===== src/rtl/traffic_ctrl_param.sv =====
// Actuated main/local intersection controller with prescaled phase timing and latched pedestrian calls.
// Defining TRAFFIC_PREEMPT_EN adds the 'preempt' input that forces the intersection back to main green.
module traffic_ctrl_param #(
   parameter int unsigned TICK_DIV    = 10,
   parameter int unsigned MAIN_GREEN  = 6,
   parameter int unsigned LOCAL_GREEN = 4,
   parameter int unsigned YELLOW      = 2,
   parameter int unsigned ALL_RED     = 1,
   parameter int unsigned PED_WALK    = 3,
   parameter int unsigned CNT_W       = 8
) (
   input  logic       clk,
   input  logic       rst_a,
   input  logic       local_req,
   input  logic       ped_req_main,
   input  logic       ped_req_local,
`ifdef TRAFFIC_PREEMPT_EN
   input  logic       preempt,
`endif
   output logic [2:0] main_lights,
   output logic [2:0] local_lights,
   output logic       ped_main_walk,
   output logic       ped_local_walk,
   output logic [2:0] phase,
   output logic       tick
);

   typedef enum logic [2:0] {
      MAIN_G  = 3'd0,
      MAIN_Y  = 3'd1,
      AR1     = 3'd2,
      LOCAL_G = 3'd3,
      LOCAL_Y = 3'd4,
      AR2     = 3'd5
   } state_t;

   localparam logic [CNT_W-1:0] TICK_LAST = CNT_W'(TICK_DIV - 1);
   localparam logic [CNT_W-1:0] MG_FULL   = CNT_W'(MAIN_GREEN);
   localparam logic [CNT_W-1:0] MG_LAST   = CNT_W'(MAIN_GREEN - 1);
   localparam logic [CNT_W-1:0] LG_LAST   = CNT_W'(LOCAL_GREEN - 1);
   localparam logic [CNT_W-1:0] Y_LAST    = CNT_W'(YELLOW - 1);
   localparam logic [CNT_W-1:0] AR_LAST   = CNT_W'(ALL_RED - 1);
   localparam logic [CNT_W-1:0] PW_LAST   = CNT_W'(PED_WALK - 1);

   state_t           state_q, state_d;
   logic [CNT_W-1:0] presc_q, presc_d;
   logic [CNT_W-1:0] cnt_q, cnt_d;
   logic             tick_q;
   logic             lreq_q, lreq_d;
   logic             pm_q, pm_d;
   logic             pl_q, pl_d;
   logic             pmw_q, pmw_d;
   logic             plw_q, plw_d;
   logic [2:0]       main_q, local_q;
   logic [5:0]       headsD;
   logic             demand;
   logic             entering;
   logic             plClear;

   // Head colours {main, local} shown while in a given state.
   function automatic logic [5:0] headsFor(input state_t s);
      case (s)
         MAIN_G:  headsFor = {3'b001, 3'b100};
         MAIN_Y:  headsFor = {3'b010, 3'b100};
         LOCAL_G: headsFor = {3'b100, 3'b001};
         LOCAL_Y: headsFor = {3'b100, 3'b010};
         default: headsFor = {3'b100, 3'b100};
      endcase
   endfunction

   // Next state, duration counter, walk timers and request latches.
   always_comb begin
      presc_d = (presc_q == TICK_LAST) ? '0 : presc_q + 1'b1;
      demand  = local_req | lreq_q | pm_q;
      state_d = state_q;
      case (state_q)
         MAIN_G:  if ((cnt_q == MG_FULL || (tick_q && cnt_q == MG_LAST)) && demand) state_d = MAIN_Y;
         MAIN_Y:  if (tick_q && cnt_q == Y_LAST)  state_d = AR1;
         AR1:     if (tick_q && cnt_q == AR_LAST) state_d = LOCAL_G;
         LOCAL_G: if (tick_q && cnt_q == LG_LAST) state_d = LOCAL_Y;
         LOCAL_Y: if (tick_q && cnt_q == Y_LAST)  state_d = AR2;
         AR2:     if (tick_q && cnt_q == AR_LAST) state_d = MAIN_G;
         default: state_d = MAIN_G;
      endcase
`ifdef TRAFFIC_PREEMPT_EN
      if (preempt) begin
         if (state_q == MAIN_G)       state_d = MAIN_G;
         else if (state_q == LOCAL_G) state_d = LOCAL_Y;
      end
`endif
      entering = (state_d != state_q);

      cnt_d = cnt_q;
      if (entering)
         cnt_d = '0;
      else if (tick_q && !(state_q == MAIN_G && cnt_q == MG_FULL))
         cnt_d = cnt_q + 1'b1;

      // A walk is granted only from the latch value seen at phase entry.
      pmw_d = pmw_q;
      plw_d = plw_q;
      if (tick_q && cnt_q == PW_LAST) begin
         pmw_d = 1'b0;
         plw_d = 1'b0;
      end
      if (entering) begin
         pmw_d = (state_d == LOCAL_G) & pm_q;
         plw_d = (state_d == MAIN_G) & pl_q;
      end

      plClear = entering && (state_d == MAIN_G);
`ifdef TRAFFIC_PREEMPT_EN
      if (preempt && state_d == MAIN_G) begin
         plw_d   = 1'b0;
         plClear = 1'b0;
      end
`endif
      lreq_d = ((entering && state_d == LOCAL_G) ? 1'b0 : lreq_q) | local_req;
      pm_d   = ((entering && state_d == LOCAL_G) ? 1'b0 : pm_q) | ped_req_main;
      pl_d   = (plClear ? 1'b0 : pl_q) | ped_req_local;
      headsD = headsFor(state_d);
   end

   // State and registered outputs update together on the same edge.
   always_ff @(posedge clk) begin
      if (rst_a) begin
         state_q <= MAIN_G;
         presc_q <= '0;
         cnt_q   <= '0;
         tick_q  <= 1'b0;
         lreq_q  <= 1'b0;
         pm_q    <= 1'b0;
         pl_q    <= 1'b0;
         pmw_q   <= 1'b0;
         plw_q   <= 1'b0;
         main_q  <= 3'b001;
         local_q <= 3'b100;
      end else begin
         state_q <= state_d;
         presc_q <= presc_d;
         cnt_q   <= cnt_d;
         tick_q  <= (presc_d == TICK_LAST);
         lreq_q  <= lreq_d;
         pm_q    <= pm_d;
         pl_q    <= pl_d;
         pmw_q   <= pmw_d;
         plw_q   <= plw_d;
         main_q  <= headsD[5:3];
         local_q <= headsD[2:0];
      end
   end

   assign main_lights    = main_q;
   assign local_lights   = local_q;
   assign ped_main_walk  = pmw_q;
   assign ped_local_walk = plw_q;
   assign phase          = state_q;
   assign tick           = tick_q;

endmodule


===== config.mk =====
export PLATFORM = sky130hd
export DESIGN_NAME = traffic_ctrl_param
export DESIGN_NICKNAME = d
export VERILOG_FILES = /design/src/rtl/traffic_ctrl_param.sv
export SDC_FILE = /design/constraint.sdc
export NUM_CORES = 1
export LEC_CHECK = 0
export ABC_AREA = 1
export BUFFER_PORTS_ARGS = -buffer_cell sky130_fd_sc_hd__buf_2
export CAP_MARGIN = 30
export CELL_PAD_IN_SITES_DETAIL_PLACEMENT = 2
export CELL_PAD_IN_SITES_GLOBAL_PLACEMENT = 2
export CORE_ASPECT_RATIO = 0.75
export CORE_MARGIN = 4
export CORE_UTILIZATION = 30
export CTS_CLUSTER_DIAMETER = 80
export DETAILED_ROUTE_END_ITERATION = 10
export GPL_ROUTABILITY_DRIVEN = 0
export PLACE_DENSITY = 0.79
export RECOVER_POWER = 50
export SLEW_MARGIN = 5
export SYNTH_ARGS = -nofsm -noshare
export SYNTH_HDL_FRONTEND = slang
export SYNTH_SLANG_ARGS = --single-unit
export TNS_END_PERCENT = 10

===== constraint.sdc =====
create_clock -name clk -period 1.7 [get_ports clk]
set_input_delay 0.17 -clock clk [delete_from_list [all_inputs] [get_ports clk]]
set_output_delay 0.17 -clock clk [all_outputs]
set_load 0.005 [all_outputs]

==> results of run 1 <==
[how the worst max path moves through the flow]
stage,start,endpoint,cells past startpoint
floorplan,cnt_q[0]$_SDFFE_PP0P_,ped_local_walk$_SDFFE_PP0P_,12
global placement,cnt_q[0]$_SDFFE_PP0P_,local_lights[2]$_SDFF_PP1_,10
detailed placement,cnt_q[0]$_SDFFE_PP0P_,cnt_q[3]$_SDFFE_PP0P_,11
CTS,cnt_q[1]$_SDFFE_PP0P_,cnt_q[3]$_SDFFE_PP0P_,13
global route,tick$_SDFF_PP0_,cnt_q[7]$_SDFFE_PP0P_,10
finish,cnt_q[1]$_SDFFE_PP0P_,cnt_q[7]$_SDFFE_PP0P_,12
[metrics by stage]
stage / hold WS (ns) / std cells
6_report: 0.0810 / 309
5_1_grt: 0.0856 / 309
4_1_cts: 0.0836 / 309
3_5_place_dp: 0.391 / 295
3_3_place_gp: 0.382 / 295
2_1_floorplan: 0.248 / 208
[logic make-up (layout without fill, tap and decap cells)]
kind of cell,Yosys count,in the layout,share of synthesized area
xor+xnor,7,7,0.0410
compound gates,15,15,0.0570
buf+inv,36,80,0.0904
simple gates,112,112,0.338
fa+ha+maj,7,7,0.0586
flops,31,31,0.415
[registers in the layout, summed over array words and instances (netlist names)]
register / flops
cnt_q: 8
local_lights: 3
lreq_q: 1
main_lights: 3
ped_local_walk: 1
ped_main_walk: 1
phase: 3
pl_q: 1
pm_q: 1
presc_q: 8
tick: 1
[routing by layer]
layer / track usage / vias up / wire [microns]
met2: 0.322 / 25 / 2750
met5: 0 / - / 0
met3: 0.0595 / 13 / 258
met1: 0.274 / 723 / 2710
li1: - / 734 / -
met4: 0.0430 / 0 / 129
[report_power, final]
group / total, mW / switching, mW / leakage (nW) / internal (mW)
Clock: 0.679 / 0.309 / 0.0515 / 0.370
Combinational: 0.0541 / 0.0335 / 0.606 / 0.0206
Sequential: 0.747 / 0.0119 / 0.254 / 0.736
[final cells by class]
| type | instances | area [sq um] |
|---|---|---|
| fill | 532 | 2490 |
| timing repair buffer | 37 | 231 |
| inverter | 35 | 136 |
| clock buffer | 8 | 100 |
| multi-input combinational | 141 | 958 |
| sequential | 31 | 632 |
| tap | 57 | 71.3 |
[worst max-delay path, stage by stage (launching register included)]
cell and delay [ns]:
dfxtp_4 0.38, inv_4 0.09, ha_4 0.14, nand2_4 0.05
nor2_4 0.14, nand2_2 0.09, nand2_2 0.10, nand2_2 0.08
nor2_4 0.15, nand3_2 0.13, nand2_4 0.10, nand3_4 0.15
a21oi_2 0.17
[placed cells by master (no fill, tap or decap), types with 3 or more instances in the layout]
master and instances:
inv_1 29, ha_1 4, dfxtp_1 26, nand4_1 4, nand3_1 11, a21oi_1 4
buf_2 11, ha_4 3, xor2_1 5, nor2_1 25, dfxtp_2 3, buf_4 21
nand2_4 7, nand2_1 28, inv_2 3, nand2_2 8, clkbuf_8 7, clkbuf_1 6
a21oi_2 6, nor3_1 8, nor3_2 3, nor2_4 8, nor2_2 3
[what timing repair did]
action,in CTS,in global routing
buffers inserted,6,0
setup endpoints to repair,13,23
hold buffers,0,0
pin swaps,14,9
gates resized for setup,46,21
gates cloned,0,0
==> qor.yml, run 1 <==
cap_violations: 0
drv_slew: 0
post-synth-top-count-cell: "nand2_1"
detail-route-antenna-nets: 0
areaGrowthSynthToFinish_pct: 42.5
setup_viol_count_final: 12
pre_cts_ws_ns: -0.209
remaining_drc_errors: 0
cts-root-buf: "clkbuf_8"
vias: 1495
cts.clk_slew.worst_paths_ns: 0.07
holdPathEnd: "pl_q$_SDFF_PP0_"
detail_route.wl_per_cell_microns: 18.9
die_w_microns: 89.5
timing.final.crit_share: 1.08
fin_crit_ns: 1.84
arrival_ns: 2.08
yosysUniqueCellTypes: 23
numCtsBuffers: 5
status: "finished with violations"
synth_ff_type: "dfxtp_1"
yosysTopAreaCell: "dfxtp_1"
core_area_sq_mm: 0.00462
hold_start: "ped_req_local"
initial_core_util: 0.323
required_ns: 1.93
grt_pass1_wl_mm: 9.47
grt_max_degree: 15
fp.dieArea_sq_mm: 0.00618
nets: 263
worst_pin_slew_ns: 0.361
portBuffers: 16
syn-num-nets: 220
numClockSinks: 31
synth_edf_count: 0
yosys_warnings: 0
wl_mm: 5.85
clk_latency_ns: 0.30
drt_iter0_drc: 51
relSlewSlack: 0.759
rsz0062_at_grt: "true"
r2r_end: "cnt_q[7]$_SDFFE_PP0P_"
utilization: 0.460
drive_above_1_share: 0.373
ios: 17
h-tree-depth: 2
place_area_sq_mm: 0.00175
viasPerCell: 4.84
ys_top_cells_by_count: "nand2_1, inv_1, nor2_1, dfxtp_1, nand3_1"
die_y_microns: 69.1
hp-class: "primary input to register"
whs_path_depth: 3
cts_tree: "yes"
first_global_vias: 1718
synth_area_sq_mm: 0.00149
rr_worst_depth: 12
ir_drop_mv: 0.602
ys_ff_latch: 31
synth_area_per_cell_sq_um: 7.18
skew_ns: 0.00623
critPathKind: "register to register"
r2r_slack_ns: -0.14
r2r_start: "cnt_q[1]$_SDFFE_PP0P_"
grt-ovfl-total: 0
async_flop_share: 0
design_area_sq_mm: 0.00213
antenna_found_initial: 0
worstPathMaxFanout: 8
cp-end-kind: "register"
violations: "setup timing"
grt_use_total: 0.204
clockBufferDepth: 2
startpoint_type: "register"
p_leak_nw: 0.912
max_freq_ghz: 0.542
synth_cells: 208
core.rowCount: 21
synth_top_area_share: 0.415
totalNegativeSetupSlack_ns: -1.14
powerDensity_mw_per_mm2: 695
yosys-top-cells-area: "dfxtp_1, nand2_1, inv_1"
n_antenna_cell: 0
fin_ws_ns: -0.144
dp_hpwl_mm: 3.55
ys_seq_area_frac: 0.415
finalPower_mw: 1.48
first_pass_iters: 4
hold_viol_final: 0
Power figures use the tool's default switching activity.
==> run 2, diff against run 1 <==
- BUFFER_PORTS_ARGS: -buffer_cell sky130_fd_sc_hd__buf_2 -> default
- DONT_BUFFER_PORTS: default -> 1
- PLACE_DENSITY: 0.79 -> 0.74
- SLEW_MARGIN: 5 -> default
==> run 2 against run 1 <==
The flow finishes with violations (hold timing, setup timing). Cell count shrank 4.2%. Fmax rose by 1.2%. Final area is 0.29% lower. Count of clock-buffer cells in the layout stayed put. Routed wire length decreased by 8.1%. Sequential share of layout area rose by 0.087 points. Register-to-register slack better by 0.02 ns. Power fell by 2.4%. Non-clock buffer count is 13 lower. Worst hold slack lost 0.13 ns.
==> qor.yml, run 2 (synthesis gave the netlist of run 1 again) <==
fillers: 524
critPathKind: "register to register"
cap_violations: 0
cts-root-buf: "clkbuf_8"
pre_cts_ws_ns: -0.296
ctsHoldBuffers: 1
powerDensity_mw_per_mm2: 681
multiInputGateArea_sq_um: 995
hold_viol_final: 11
grt_pass1_wl_mm: 8.63
numClockSinks: 31
max_freq_ghz: 0.549
vias: 1482
dp_hpwl_mm: 3.53
p_leak_nw: 0.881
finalPower_mw: 1.45
drt_iter0_drc: 26
wl_mm: 5.38
relSlewSlack: 0.753
final_common_cell: "inv_1"
startpoint_type: "register"
hp-class: "primary input to register"
fin_crit_ns: 1.82
grt_use_total: 0.179
die_w_microns: 89.5
design_area_sq_mm: 0.00212
reg.largest.list: "cnt_q x8, presc_q x8"
die_y_microns: 69.1
required_ns: 1.90
first_global_vias: 1643
drive_above_1_share: 0.377
portBuffers: 0
ios: 17
grt_max_degree: 15
rsz0062_at_grt: "true"
fp.dieArea_sq_mm: 0.00618
status: "finished with violations"
worstPathMaxFanout: 8
fin_ws_ns: -0.122
cts.clk_slew.worst_paths_ns: 0.08
detail-route-antenna-nets: 0
h-tree-depth: 2
worst_pin_slew_ns: 0.369
drv_slew: 0
areaGrowthSynthToFinish_pct: 42.1
grt-ovfl-total: 0
antenna_found_initial: 0
clk_latency_ns: 0.28
n_antenna_cell: 0
hold_slack_ns: -0.0483
skew_ns: 0.0111
nets: 250
clockBufferDepth: 2
initial_core_util: 0.323
first_pass_iters: 4
core_area_sq_mm: 0.00462
ir_drop_mv: 0.358
core.rowCount: 21
seqCellArea_sq_um: 632
timing.final.crit_share: 1.07
violations: "hold timing, setup timing"
cts_tree: "yes"
remaining_drc_errors: 0
viasPerCell: 5.01
place_area_sq_mm: 0.00167
cp-end-kind: "register"
arrival_ns: 2.02
detail_route.wl_per_cell_microns: 18.2
layout_common_cells: "inv_1, nor2_1, dfxtp_1"
numCtsBuffers: 5
setup_viol_count_final: 11
totalNegativeSetupSlack_ns: -0.785
[run 2: cell count changes in the layout (fill, tap and decap cells not counted), sizes merged]
cell / delta
buf: -9
clkbuf: -5
dlygate4sd3: +1
[run 2: report_power, final]
part	internal, mW	leakage, nW	switching [mW]	total [mW]
clock	0.370	0.0515	0.285	0.655
sequential	0.735	0.254	0.0103	0.745
combinational	0.0174	0.576	0.0275	0.0449
[run 2: final timing paths]
check	from	end	slack, ns	depth (start not counted)
worst max register to register	cnt_q[1]$_SDFFE_PP0P_	cnt_q[3]$_SDFFE_PP0P_	-0.12	13
worst max-delay path	cnt_q[1]$_SDFFE_PP0P_	cnt_q[3]$_SDFFE_PP0P_	-0.12	13
worst min register to register	presc_q[0]$_SDFF_PP0_	presc_q[0]$_SDFF_PP0_	0.46	1
worst min-delay path	rst_a	ped_main_walk$_SDFFE_PP0P_	-0.05	1
[run 2: routing by layer]
metal	up-vias	part of all wire	GRT usage
met4	0	0.023	0.0413
met5	-	0	0
met1	739	0.44	0.229
li1	712	-	-
met3	8	0.031	0.0429
met2	23	0.50	0.299
[run 2: final cells by class]
type	count	share of cell area
Clock buffer	8	0.0471
Timing Repair Buffer	24	0.0878
Inverter	35	0.0654
Sequential cell	31	0.298
Multi-Input combinational cell	141	0.468
Tap cell	57	0.0336
[run 2: timing repair]
item,4_1_cts,5_1_grt
pin swaps,13,10
hold endpoints to repair,12,11
setup buffers,4,4
gates resized for setup,45,31
setup endpoints to repair,17,19
[run 2: metrics by stage]
stage | instances | hold slack, ns | utilization
floorplan | 208 | 0.248 | -
global placement | 279 | 0.241 | 0.362
detailed placement | 279 | 0.247 | 0.362
CTS | 292 | -0.0514 | 0.425
global route | 296 | -0.0606 | 0.459
finish | 296 | -0.0483 | 0.459
[run 2: critical path, cell delays in order, from the launching register on]
cell     delay, ns
dfxtp_4       0.37
inv_4         0.09
ha_4          0.14
nand2_2       0.08
buf_6         0.14
nand2_2       0.07
nand3_4       0.08
nor2_4        0.15
nor2_4        0.06
nand2_4       0.09
nand2_2       0.07
nand2_4       0.08
nand3_4       0.14
a21oi_1       0.18
==> run 3, diff against run 2 <==
- CORE_ASPECT_RATIO: 0.75 -> 1.2
==> run 3 against run 2 <==
The run ends with setup timing left. Final area grew 8.0%. First-iteration DRC count is 88% higher. Clock skew increased by 0.0078 ns. Sequential cell count unchanged. Cell count up 2.7%.
==> qor.yml, run 3 (synthesis gave the netlist of run 1 again) <==
status: "finished with violations"
violations: "setup timing"
cp-end-kind: "register"
max_freq_ghz: 0.560
rsz0062_at_grt: "true"
timing.final.crit_share: 1.05
numCtsBuffers: 5
detail-route-antenna-nets: 0
required_ns: 1.93
worst_pin_slew_ns: 0.432
initial_core_util: 0.318
clk_latency_ns: 0.30
crit_family: "simple AND/OR/NAND/NOR gates"
dp_hpwl_mm: 3.49
fp.dieArea_sq_mm: 0.00618
antenna_found_initial: 0
hold_viol_final: 0
drt_iter0_drc: 49
grt_use_total: 0.181
design_area_sq_mm: 0.00229
r2r_slack_ns: -0.09
relSlewSlack: 0.711
skew_ns: 0.0188
ios: 17
cap_violations: 0
startpoint_type: "register"
areaGrowthSynthToFinish_pct: 53.5
place_area_sq_mm: 0.00167
r2r_end: "cnt_q[0]$_SDFFE_PP0P_"
h-tree-depth: 2
grt_pass1_wl_mm: 8.51
first_pass_iters: 4
viasPerCell: 4.91
arrival_ns: 2.02
drv_slew: 0
critPathKind: "register to register"
holdPathEnd: "pm_q$_SDFF_PP0_"
fin_crit_ns: 1.79
die_w_microns: 72.4
fin_ws_ns: -0.0865
vias: 1493
numClockSinks: 31
portBuffers: 0
worstPathMaxFanout: 8
cts.clk_slew.worst_paths_ns: 0.09
max_stage_delay_ns: 0.39
cp_common_cell: "nand2_4"
place_inst: 279
wl_mm: 5.86
cts-root-buf: "clkbuf_8"
clockBufferDepth: 2
r2r_start: "cnt_q[0]$_SDFFE_PP0P_"
reg.largest.list: "cnt_q x8, presc_q x8"
grt-ovfl-total: 0
rr_worst_depth: 12
grt_max_degree: 13
crit_buf_inv: 1
setup_viol_count_final: 11
pre_cts_ws_ns: -0.178
crit_slowest_cell: "dfxtp_4"
powerDensity_mw_per_mm2: 695
drive_above_1_share: 0.435
p_leak_nw: 0.955
ir_drop_mv: 0.567
core_area_sq_mm: 0.00470
first_global_vias: 1666
n_antenna_cell: 0
whs_path_depth: 2
remaining_drc_errors: 0
detail_route.wl_per_cell_microns: 19.3
cts_tree: "yes"
hp-class: "primary input to register"
core.rowCount: 27
final_cells: 304
finalPower_mw: 1.59
die_y_microns: 85.3
nets: 257
hold_start: "ped_req_main"
totalNegativeSetupSlack_ns: -0.521
layout_common_cells: "inv_1, buf_4, nand2_1"
worstPathCellList: "inv_4 -> ha_4 -> nand2_2 -> nor2_4 -> nand2_4 -> nand2_4 -> nand2_4 -> nor2_4 -> nand3_2 -> nand2_4 -> nand3_4 -> a21oi_4"
run 3: cell count changes in the layout (fill, tap and decap cells not counted), moves of 2 or more:
cell,previous run,this run
nand2_4,6,12
dfxtp_2,3,5
inv_2,3,5
nand3_1,11,9
dfxtp_1,26,23
inv_1,29,26
nor2_2,1,3
nor3_2,6,4
buf_4,22,26
nor2_1,26,23
a21oi_2,5,3
nand2_2,12,6
run 3: what timing repair did:
item	4_1_cts	5_1_grt
endpoints found under the hold margin	12	0
pin swaps	15	20
buffers inserted	7	8
resized for setup	35	64
setup endpoints to repair	15	22
cloned	0	0
hold buffers	2	0
run 3: where the power goes:
| group | switching (mW) | leakage, nW | internal [mW] |
|---|---|---|---|
| registers | 0.0120 | 0.256 | 0.733 |
| clock network | 0.320 | 0.0612 | 0.475 |
| logic | 0.0351 | 0.637 | 0.0202 |
| total | 0.367 | 0.955 | 1.23 |
run 3: area by class of cell:
| type | instances | area (sq um) |
|---|---|---|
| sequential | 31 | 638 |
| clock buffer | 6 | 82.6 |
| clock inverter | 2 | 35.0 |
| inverter | 35 | 141 |
| fill | 514 | 2400 |
| timing repair buffer | 31 | 258 |
| tap | 58 | 72.6 |
| multi-input combinational | 141 | 1070 |
run 3: stage by stage:
step                 util  hold slack [ns]
global placement    0.355            0.242
finish              0.488           0.0135
CTS                 0.422          0.00723
detailed placement  0.355            0.245
global route        0.488           0.0239
floorplan               -            0.248
run 3: worst max path at each step:
| stage | from | end | slack (ns) | depth (start not counted) |
|---|---|---|---|---|
| 2_1_floorplan | cnt_q[0]$_SDFFE_PP0P_ | ped_local_walk$_SDFFE_PP0P_ | 0.19 | 12 |
| 3_3_place_gp | phase[0]$_SDFF_PP0_ | cnt_q[1]$_SDFFE_PP0P_ | -0.04 | 8 |
| 3_5_place_dp | phase[0]$_SDFF_PP0_ | cnt_q[0]$_SDFFE_PP0P_ | -0.18 | 8 |
| 5_1_grt | cnt_q[0]$_SDFFE_PP0P_ | local_lights[2]$_SDFF_PP1_ | -0.17 | 10 |
| 6_report | cnt_q[0]$_SDFFE_PP0P_ | cnt_q[0]$_SDFFE_PP0P_ | -0.09 | 12 |
| 4_1_cts | cnt_q[1]$_SDFFE_PP0P_ | cnt_q[4]$_SDFFE_PP0P_ | -0.1 | 13 |
run 3: layer usage:
| layer | GRT usage | up-vias | wire [microns] |
|---|---|---|---|
| li1 | - | 723 | - |
| met1 | 0.179 | 730 | 2100 |
| met2 | 0.351 | 25 | 3440 |
| met3 | 0.0450 | 15 | 166 |
| met4 | 0.0688 | 0 | 158 |
| met5 | 0 | - | 0 |
